===== config.mk =====
export PLATFORM = sky130hd
export DESIGN_NAME = vga_mem_wr_arbiter_flat
export DESIGN_NICKNAME = d
export VERILOG_FILES = /design/src/rtl/vga_mem_wr_arbiter_if.sv /design/src/rtl/vga_mem_wr_arbiter.sv /design/src/flat_wrapper.sv
export SDC_FILE = /design/constraint.sdc
export NUM_CORES = 1
export LEC_CHECK = 0
export BUFFER_PORTS_ARGS = -buffer_cell sky130_fd_sc_hd__buf_2
export CAP_MARGIN = 20
export CORE_MARGIN = 10
export CORE_UTILIZATION = 45
export CTS_BUF_LIST = sky130_fd_sc_hd__clkbuf_2
export DETAILED_ROUTE_END_ITERATION = 10
export GPL_ROUTABILITY_DRIVEN = 0
export GPL_TIMING_DRIVEN = 1
export PLACE_DENSITY = 0.7
export SLEW_MARGIN = 10
export SYNTH_ARGS = -nofsm -noshare
export SYNTH_HDL_FRONTEND = slang
export SYNTH_SLANG_ARGS = --single-unit

===== constraint.sdc =====
create_clock -name clock -period 2.51 [get_ports clock]
set_input_delay 0.3765 -clock clock [delete_from_list [all_inputs] [get_ports clock]]
set_output_delay 0.3765 -clock clock [all_outputs]
set_load 0.005 [all_outputs]

===== src/rtl/vga_mem_wr_arbiter_if.sv =====
// +----------------------------------------------------------------------+
// | vga_mem_wr_arbiter_if : core/fill/RAM write-port bundle               |
// | Rev 1.0                                                              |
// +----------------------------------------------------------------------+
`default_nettype none

interface vga_mem_wr_arbiter_if #(
  parameter int ADDR_W = 14,
  parameter int DATA_W = 32
);
  logic              core_req;
  logic [ADDR_W-1:0] core_addr;
  logic [DATA_W-1:0] core_data;
  logic              core_ack;
  logic              core_err;
  logic              clr_start;
  logic [DATA_W-1:0] clr_pattern;
  logic              clr_busy;
  logic              clr_done;
  logic [ADDR_W-1:0] mem_wraddress;
  logic [DATA_W-1:0] mem_data;
  logic              mem_wren;

  modport master (
    output core_req, core_addr, core_data, clr_start, clr_pattern,
    input  core_ack, core_err, clr_busy, clr_done,
    input  mem_wraddress, mem_data, mem_wren
  );

  modport slave (
    input  core_req, core_addr, core_data, clr_start, clr_pattern,
    output core_ack, core_err, clr_busy, clr_done,
    output mem_wraddress, mem_data, mem_wren
  );
endinterface

`default_nettype wire


===== src/rtl/vga_mem_wr_arbiter.sv =====
// +----------------------------------------------------------------------+
// | vga_mem_wr_arbiter : frame-RAM write port shared by core and filler   |
// | Rev 1.0                                                              |
// +----------------------------------------------------------------------+
`default_nettype none

module vga_mem_wr_arbiter #(
  // 14 bits are needed to reach word 9599
  parameter int ADDR_W    = 14,
  parameter int DATA_W    = 32,
  parameter int NUM_WORDS = 9600
) (
  input  logic                    clock,
  input  logic                    rst_n,
  vga_mem_wr_arbiter_if.slave     wr_if
);

  typedef enum logic [0:0] {
    ST_IDLE  = 1'b0,
    ST_CLEAR = 1'b1
  } state_e;

  localparam logic [ADDR_W-1:0] LAST_ADDR   = ADDR_W'(NUM_WORDS - 1);
  localparam logic [ADDR_W:0]   NUM_WORDS_W = (ADDR_W + 1)'(NUM_WORDS);

  state_e            state_q,     state_d;
  logic [ADDR_W-1:0] cnt_q,       cnt_d;
  logic [DATA_W-1:0] pattern_q,   pattern_d;
  logic              last_fill_q, last_fill_d;
  logic [ADDR_W-1:0] wraddr_q,    wraddr_d;
  logic [DATA_W-1:0] wdata_q,     wdata_d;
  logic              wren_q,      wren_d;
  logic              err_q,       err_d;
  logic              done_q,      done_d;

  logic core_gnt;
  logic fill_gnt;
  logic core_in_range;
  logic fill_last;

  assign core_in_range = ({1'b0, wr_if.core_addr} < NUM_WORDS_W);
  assign fill_last     = (cnt_q == LAST_ADDR);

  // Under contention the winner is the opposite of whoever was granted last
  always_comb begin
    core_gnt = 1'b0;
    fill_gnt = 1'b0;
    if (state_q == ST_IDLE) begin
      core_gnt = wr_if.core_req;
    end else if (!wr_if.core_req) begin
      fill_gnt = 1'b1;
    end else if (last_fill_q) begin
      core_gnt = 1'b1;
    end else begin
      fill_gnt = 1'b1;
    end
  end

  always_comb begin
    state_d     = state_q;
    cnt_d       = cnt_q;
    pattern_d   = pattern_q;
    last_fill_d = last_fill_q;
    wraddr_d    = wraddr_q;
    wdata_d     = wdata_q;
    wren_d      = 1'b0;
    err_d       = 1'b0;
    done_d      = 1'b0;

    case (state_q)
      ST_IDLE: begin
        if (wr_if.clr_start) begin
          state_d   = ST_CLEAR;
          cnt_d     = '0;
          pattern_d = wr_if.clr_pattern;
        end
      end
      ST_CLEAR: begin
        if (fill_gnt && fill_last) begin
          state_d = ST_IDLE;
        end
      end
      default: state_d = ST_IDLE;
    endcase

    // An out-of-range core slot is consumed but never reaches the RAM
    if (core_gnt) begin
      last_fill_d = 1'b0;
      if (core_in_range) begin
        wren_d   = 1'b1;
        wraddr_d = wr_if.core_addr;
        wdata_d  = wr_if.core_data;
      end else begin
        err_d = 1'b1;
      end
    end

    if (fill_gnt) begin
      last_fill_d = 1'b1;
      wren_d      = 1'b1;
      wraddr_d    = cnt_q;
      wdata_d     = pattern_q;
      cnt_d       = cnt_q + 1'b1;
      done_d      = fill_last;
    end
  end

  always_ff @(posedge clock or negedge rst_n) begin
    if (!rst_n) begin
      state_q     <= ST_IDLE;
      cnt_q       <= '0;
      pattern_q   <= '0;
      last_fill_q <= 1'b1;
      wraddr_q    <= '0;
      wdata_q     <= '0;
      wren_q      <= 1'b0;
      err_q       <= 1'b0;
      done_q      <= 1'b0;
    end else begin
      state_q     <= state_d;
      cnt_q       <= cnt_d;
      pattern_q   <= pattern_d;
      last_fill_q <= last_fill_d;
      wraddr_q    <= wraddr_d;
      wdata_q     <= wdata_d;
      wren_q      <= wren_d;
      err_q       <= err_d;
      done_q      <= done_d;
    end
  end

  assign wr_if.core_ack      = core_gnt;
  assign wr_if.core_err      = err_q;
  assign wr_if.clr_busy      = (state_q == ST_CLEAR) | done_q;
  assign wr_if.clr_done      = done_q;
  assign wr_if.mem_wraddress = wraddr_q;
  assign wr_if.mem_data      = wdata_q;
  assign wr_if.mem_wren      = wren_q;

endmodule

`default_nettype wire


===== src/flat_wrapper.sv =====
// flat-port wrapper written by rule: the top's interface ports become plain ports
module vga_mem_wr_arbiter_flat 
#(
                                          
  parameter int ADDR_W    = 14,
  parameter int DATA_W    = 32,
  parameter int NUM_WORDS = 9600
)
  (clock, rst_n, wr_if_core_req, wr_if_core_addr, wr_if_core_data, wr_if_clr_start, wr_if_clr_pattern, wr_if_core_ack, wr_if_core_err, wr_if_clr_busy, wr_if_clr_done, wr_if_mem_wraddress, wr_if_mem_data, wr_if_mem_wren);
  vga_mem_wr_arbiter_if #(.ADDR_W(ADDR_W), .DATA_W(DATA_W)) wr_if_i ();
  input  logic clock;
  input  logic rst_n;
  input wire logic [$bits(wr_if_i.core_req)-1:0] wr_if_core_req;
  input wire logic [$bits(wr_if_i.core_addr)-1:0] wr_if_core_addr;
  input wire logic [$bits(wr_if_i.core_data)-1:0] wr_if_core_data;
  input wire logic [$bits(wr_if_i.clr_start)-1:0] wr_if_clr_start;
  input wire logic [$bits(wr_if_i.clr_pattern)-1:0] wr_if_clr_pattern;
  output wire logic [$bits(wr_if_i.core_ack)-1:0] wr_if_core_ack;
  output wire logic [$bits(wr_if_i.core_err)-1:0] wr_if_core_err;
  output wire logic [$bits(wr_if_i.clr_busy)-1:0] wr_if_clr_busy;
  output wire logic [$bits(wr_if_i.clr_done)-1:0] wr_if_clr_done;
  output wire logic [$bits(wr_if_i.mem_wraddress)-1:0] wr_if_mem_wraddress;
  output wire logic [$bits(wr_if_i.mem_data)-1:0] wr_if_mem_data;
  output wire logic [$bits(wr_if_i.mem_wren)-1:0] wr_if_mem_wren;
  assign wr_if_i.core_req = wr_if_core_req;
  assign wr_if_i.core_addr = wr_if_core_addr;
  assign wr_if_i.core_data = wr_if_core_data;
  assign wr_if_i.clr_start = wr_if_clr_start;
  assign wr_if_i.clr_pattern = wr_if_clr_pattern;
  assign wr_if_core_ack = wr_if_i.core_ack;
  assign wr_if_core_err = wr_if_i.core_err;
  assign wr_if_clr_busy = wr_if_i.clr_busy;
  assign wr_if_clr_done = wr_if_i.clr_done;
  assign wr_if_mem_wraddress = wr_if_i.mem_wraddress;
  assign wr_if_mem_data = wr_if_i.mem_data;
  assign wr_if_mem_wren = wr_if_i.mem_wren;
  vga_mem_wr_arbiter #(.ADDR_W(ADDR_W), .DATA_W(DATA_W), .NUM_WORDS(NUM_WORDS)) u_core (.clock(clock), .rst_n(rst_n), .wr_if(wr_if_i));
endmodule

==> flow_summary.json <==
{
  "synth_warnings": 0,
  "die_area_um2": 13910,
  "crit_type": "register to output port",
  "drc": 0,
  "yosys_register_bits": 97,
  "io_buffers": 132,
  "die_x_um": 117.9,
  "drt_first_pass_iters": 4,
  "critPathMaxStageDelay_ns": 0.49,
  "detail-route-antenna-nets": 0,
  "r2r_setup_slack_ns": 0.62,
  "grt_max_degree": 54,
  "clock_sinks": 97,
  "whs_ns": 0.03224,
  "vias_per_cell": 4.951,
  "period_share_pct": 83.84,
  "hold_violations": 0,
  "dp_hpwl_um": 8427,
  "timing.fmax_mhz": 475.2,
  "crit_chain": "inv_1 -> o21ai_0 -> inv_1 -> buf_2",
  "num-fill-cells": 878,
  "crit_fanout": 6,
  "rows": 35,
  "htree_levels": 3,
  "cts_tree": "done",
  "drt_wl_total_um": 11780,
  "cap_violations": 0,
  "power_density_nw_per_um2": 582.5,
  "peakVddDrop_v": 0.0003111,
  "grt_pass1_vias": 4115,
  "finClkSkew_ns": 0.02283,
  "crit_path_end": "wr_if_core_ack",
  "status": "finished, final reports clean",
  "p_total_mw": 3.190,
  "worstSetupStartpoint": "u_core.state_q$_DFF_PN0_",
  "p_leak_nw": 2.864,
  "crit_cells": 4,
  "synthArstFlopShare_pct": 100.0,
  "cp-start-kind": "register",
  "die_h_um": 117.9,
  "rsz0062_at_grt": "false",
  "worstReg2RegEnd": "u_core.wr_if.mem_data[25]$_DFFE_PN0P_",
  "crit_slowest_cell": "dfrtp_1",
  "critPathBufInv": 3,
  "synth_area_um2": 4317,
  "worstMarginPinSlew_ns": 0.8672,
  "first_iter_violations": 146,
  "setup_viol_count_final": 0,
  "clockRootBuffer": "clkbuf_2",
  "grt_use_total_pct": 16.82,
  "place_inst": 725,
  "endpoint_kind": "output port",
  "grt_pass1_wl_um": 19590,
  "core_area_um2": 9284,
  "yosysSeqAreaShare_pct": 56.26,
  "cts_resized": 0,
  "drv_slew": 0,
  "fin_setup_tns_ns": 0,
  "crit_path_frequent_cell": "inv_1",
  "crit_required_ns": 2.13,
  "drive_gt1_share_pct": 26.91,
  "r2r_cells": 5,
  "holdBufCountCts": 31,
  "synth_top_cell_area_share_pct": 55.65,
  "cts_setup_buffers": 0,
  "synth_area_leaders": "dfrtp_1, nand2_1, a21oi_1, nor2_1, mux2i_1",
  "clk_path_buf_depth": 2,
  "io_pins": 133,
  "routed-via-count": 3827,
  "clock_latency_ns": 0.55,
  "yosysTopAreaCell": "dfrtp_1",
  "instances_no_fill": 773,
  "post-route-min-period_ns": 2.104,
  "critPathTopFamily": "flip-flops",
  "syn_area_per_cell_um2": 8.937,
  "worstPathArrival_ns": 1.73,
  "grt_overflow": 0,
  "numCtsBuffers": 9,
  "routedWlPerCell_um": 15.23,
  "synthFlopType": "dfrtp_1",
  "reg2reg_from": "u_core.last_fill_q$_DFFE_PN1P_",
  "synthCells": 483,
  "syn_nets": 566,
  "nets": 721,
  "synth-edff-count": 0,
  "initial_utilization_pct": 46.50,
  "slew_headroom_pct": 42.18,
  "synth_cell_types": 43,
  "path_clk_slew_ns": 0.24,
  "antenna_found_initial": 1,
  "hp-class": "input pin to register",
  "syn_to_final_growth_pct": 26.84
}
-- synth_stat cells (all sizes together) (2+ instances only) --
master / count
a211oi: 3
a21o: 2
a21oi: 79
a31oi: 4
buf: 17
clkbuf: 14
dfrtp: 96
inv: 4
mux2i: 8
nand2: 158
nand3: 7
nand4: 5
nor2: 49
nor3: 4
o2111ai: 2
o21ai: 10
o21bai: 2
-- metrics by stage --
step | util, % | worst slack [ns] | cell area (µm²)
2_1_floorplan | - | 0.9853 | 4317
3_3_place_gp | 54.35 | 0.6231 | 5046
3_5_place_dp | 54.35 | 0.5499 | 5046
4_1_cts | 58.95 | 0.3638 | 5473
5_1_grt | 58.98 | 0.2244 | 5475
6_report | 58.98 | 0.4055 | 5475
-- routing by layer --
layer | global-route usage (%) | up-vias | wire [µm] | part of all wire [%]
met1 | 18.77 | 1801 | 4976 | 42
met3 | 3.741 | 18 | 564 | 4.8
li1 | - | 1910 | - | -
met5 | 0 | - | 0 | 0
met4 | 6.182 | 0 | 187 | 1.6
met2 | 30.45 | 98 | 6046 | 51
-- state kept, by name, summed over array words and instances, names as in the netlist --
signal	count
u_core.wr_if.mem_data	32
u_core.cnt_q	14
u_core.state_q	1
u_core.wr_if.mem_wraddress	14
u_core.pattern_q	32
u_core.wr_if.mem_wren	1
u_core.wr_if.core_err	1
u_core.wr_if.clr_done	1
u_core.last_fill_q	1
-- worst min-delay path by stage --
stage,cells past startpoint,slack (ns),startpoint,end
final,3,0.03,wr_if_clr_pattern[0],u_core.pattern_q[0]$_DFFE_PN0P_
after floorplan,0,0.08,rst_n,u_core.cnt_q[0]$_DFFE_PN0P_
after detailed placement,1,0.46,rst_n,u_core.wr_if.mem_data[4]$_DFFE_PN0P_
after CTS,3,0.002,wr_if_clr_pattern[0],u_core.pattern_q[0]$_DFFE_PN0P_
after global placement,1,0.46,rst_n,u_core.wr_if.mem_data[4]$_DFFE_PN0P_
after global routing,3,0.01,wr_if_clr_pattern[6],u_core.pattern_q[6]$_DFFE_PN0P_
-- area by class of cell --
| type | instances | area, µm² | area share (%) |
|---|---|---|---|
| sequential | 97 | 2429 | 44.36 |
| antenna | 1 | 2.502 | 0.04570 |
| multi-input combinational | 351 | 1688 | 30.83 |
| clock buffer | 10 | 50.05 | 0.9141 |
| inverter | 4 | 15.01 | 0.2742 |
| timing repair buffer | 175 | 1064 | 19.42 |
| tap | 129 | 161.4 | 2.948 |
| clock inverter | 6 | 66.31 | 1.211 |
-- logic make-up (layout without fill, tap and decap cells) --
logic type,after synthesis,count (layout),share of synthesized area [%]
flops,97,97,56.26
simple gates,232,232,21.74
other cells,0,1,0
mux,8,8,1.855
buf+inv,35,195,4.869
compound gates,110,110,14.99
fa+ha+maj,1,1,0.2898
-- worst min-delay path, delay by kind of cell --
family        cells  cell delay (ns)
simple gates      2             0.08
buf+inv           1             0.09
-- power breakdown --
group / internal (mW) / leakage (nW) / switching [mW]
clock network: 0.237 / 0.0666 / 0.529
logic: 0.269 / 1.57 / 0.325
registers: 1.72 / 1.22 / 0.111
total: 2.23 / 2.86 / 0.964
-- layout by cell type (no fill, tap or decap), types with 2 or more instances in the layout --
master         count
nand2_1          158
buf_2            131
dfrtp_1           96
a21oi_1           76
nor2_1            49
dlygate4sd3_1     31
buf_4             13
clkbuf_2          10
o21ai_0            9
mux2i_1            8
nand3_1            7
nand4_1            5
inv_1              4
a31oi_1            4
a211oi_1           3
a21oi_2            3
nor3_2             2
o21bai_1           2
nor3_1             2
o2111ai_1          2
inv_6              2
clkinvlp_4         2
Note: power is estimated with default switching activity, not from simulation.
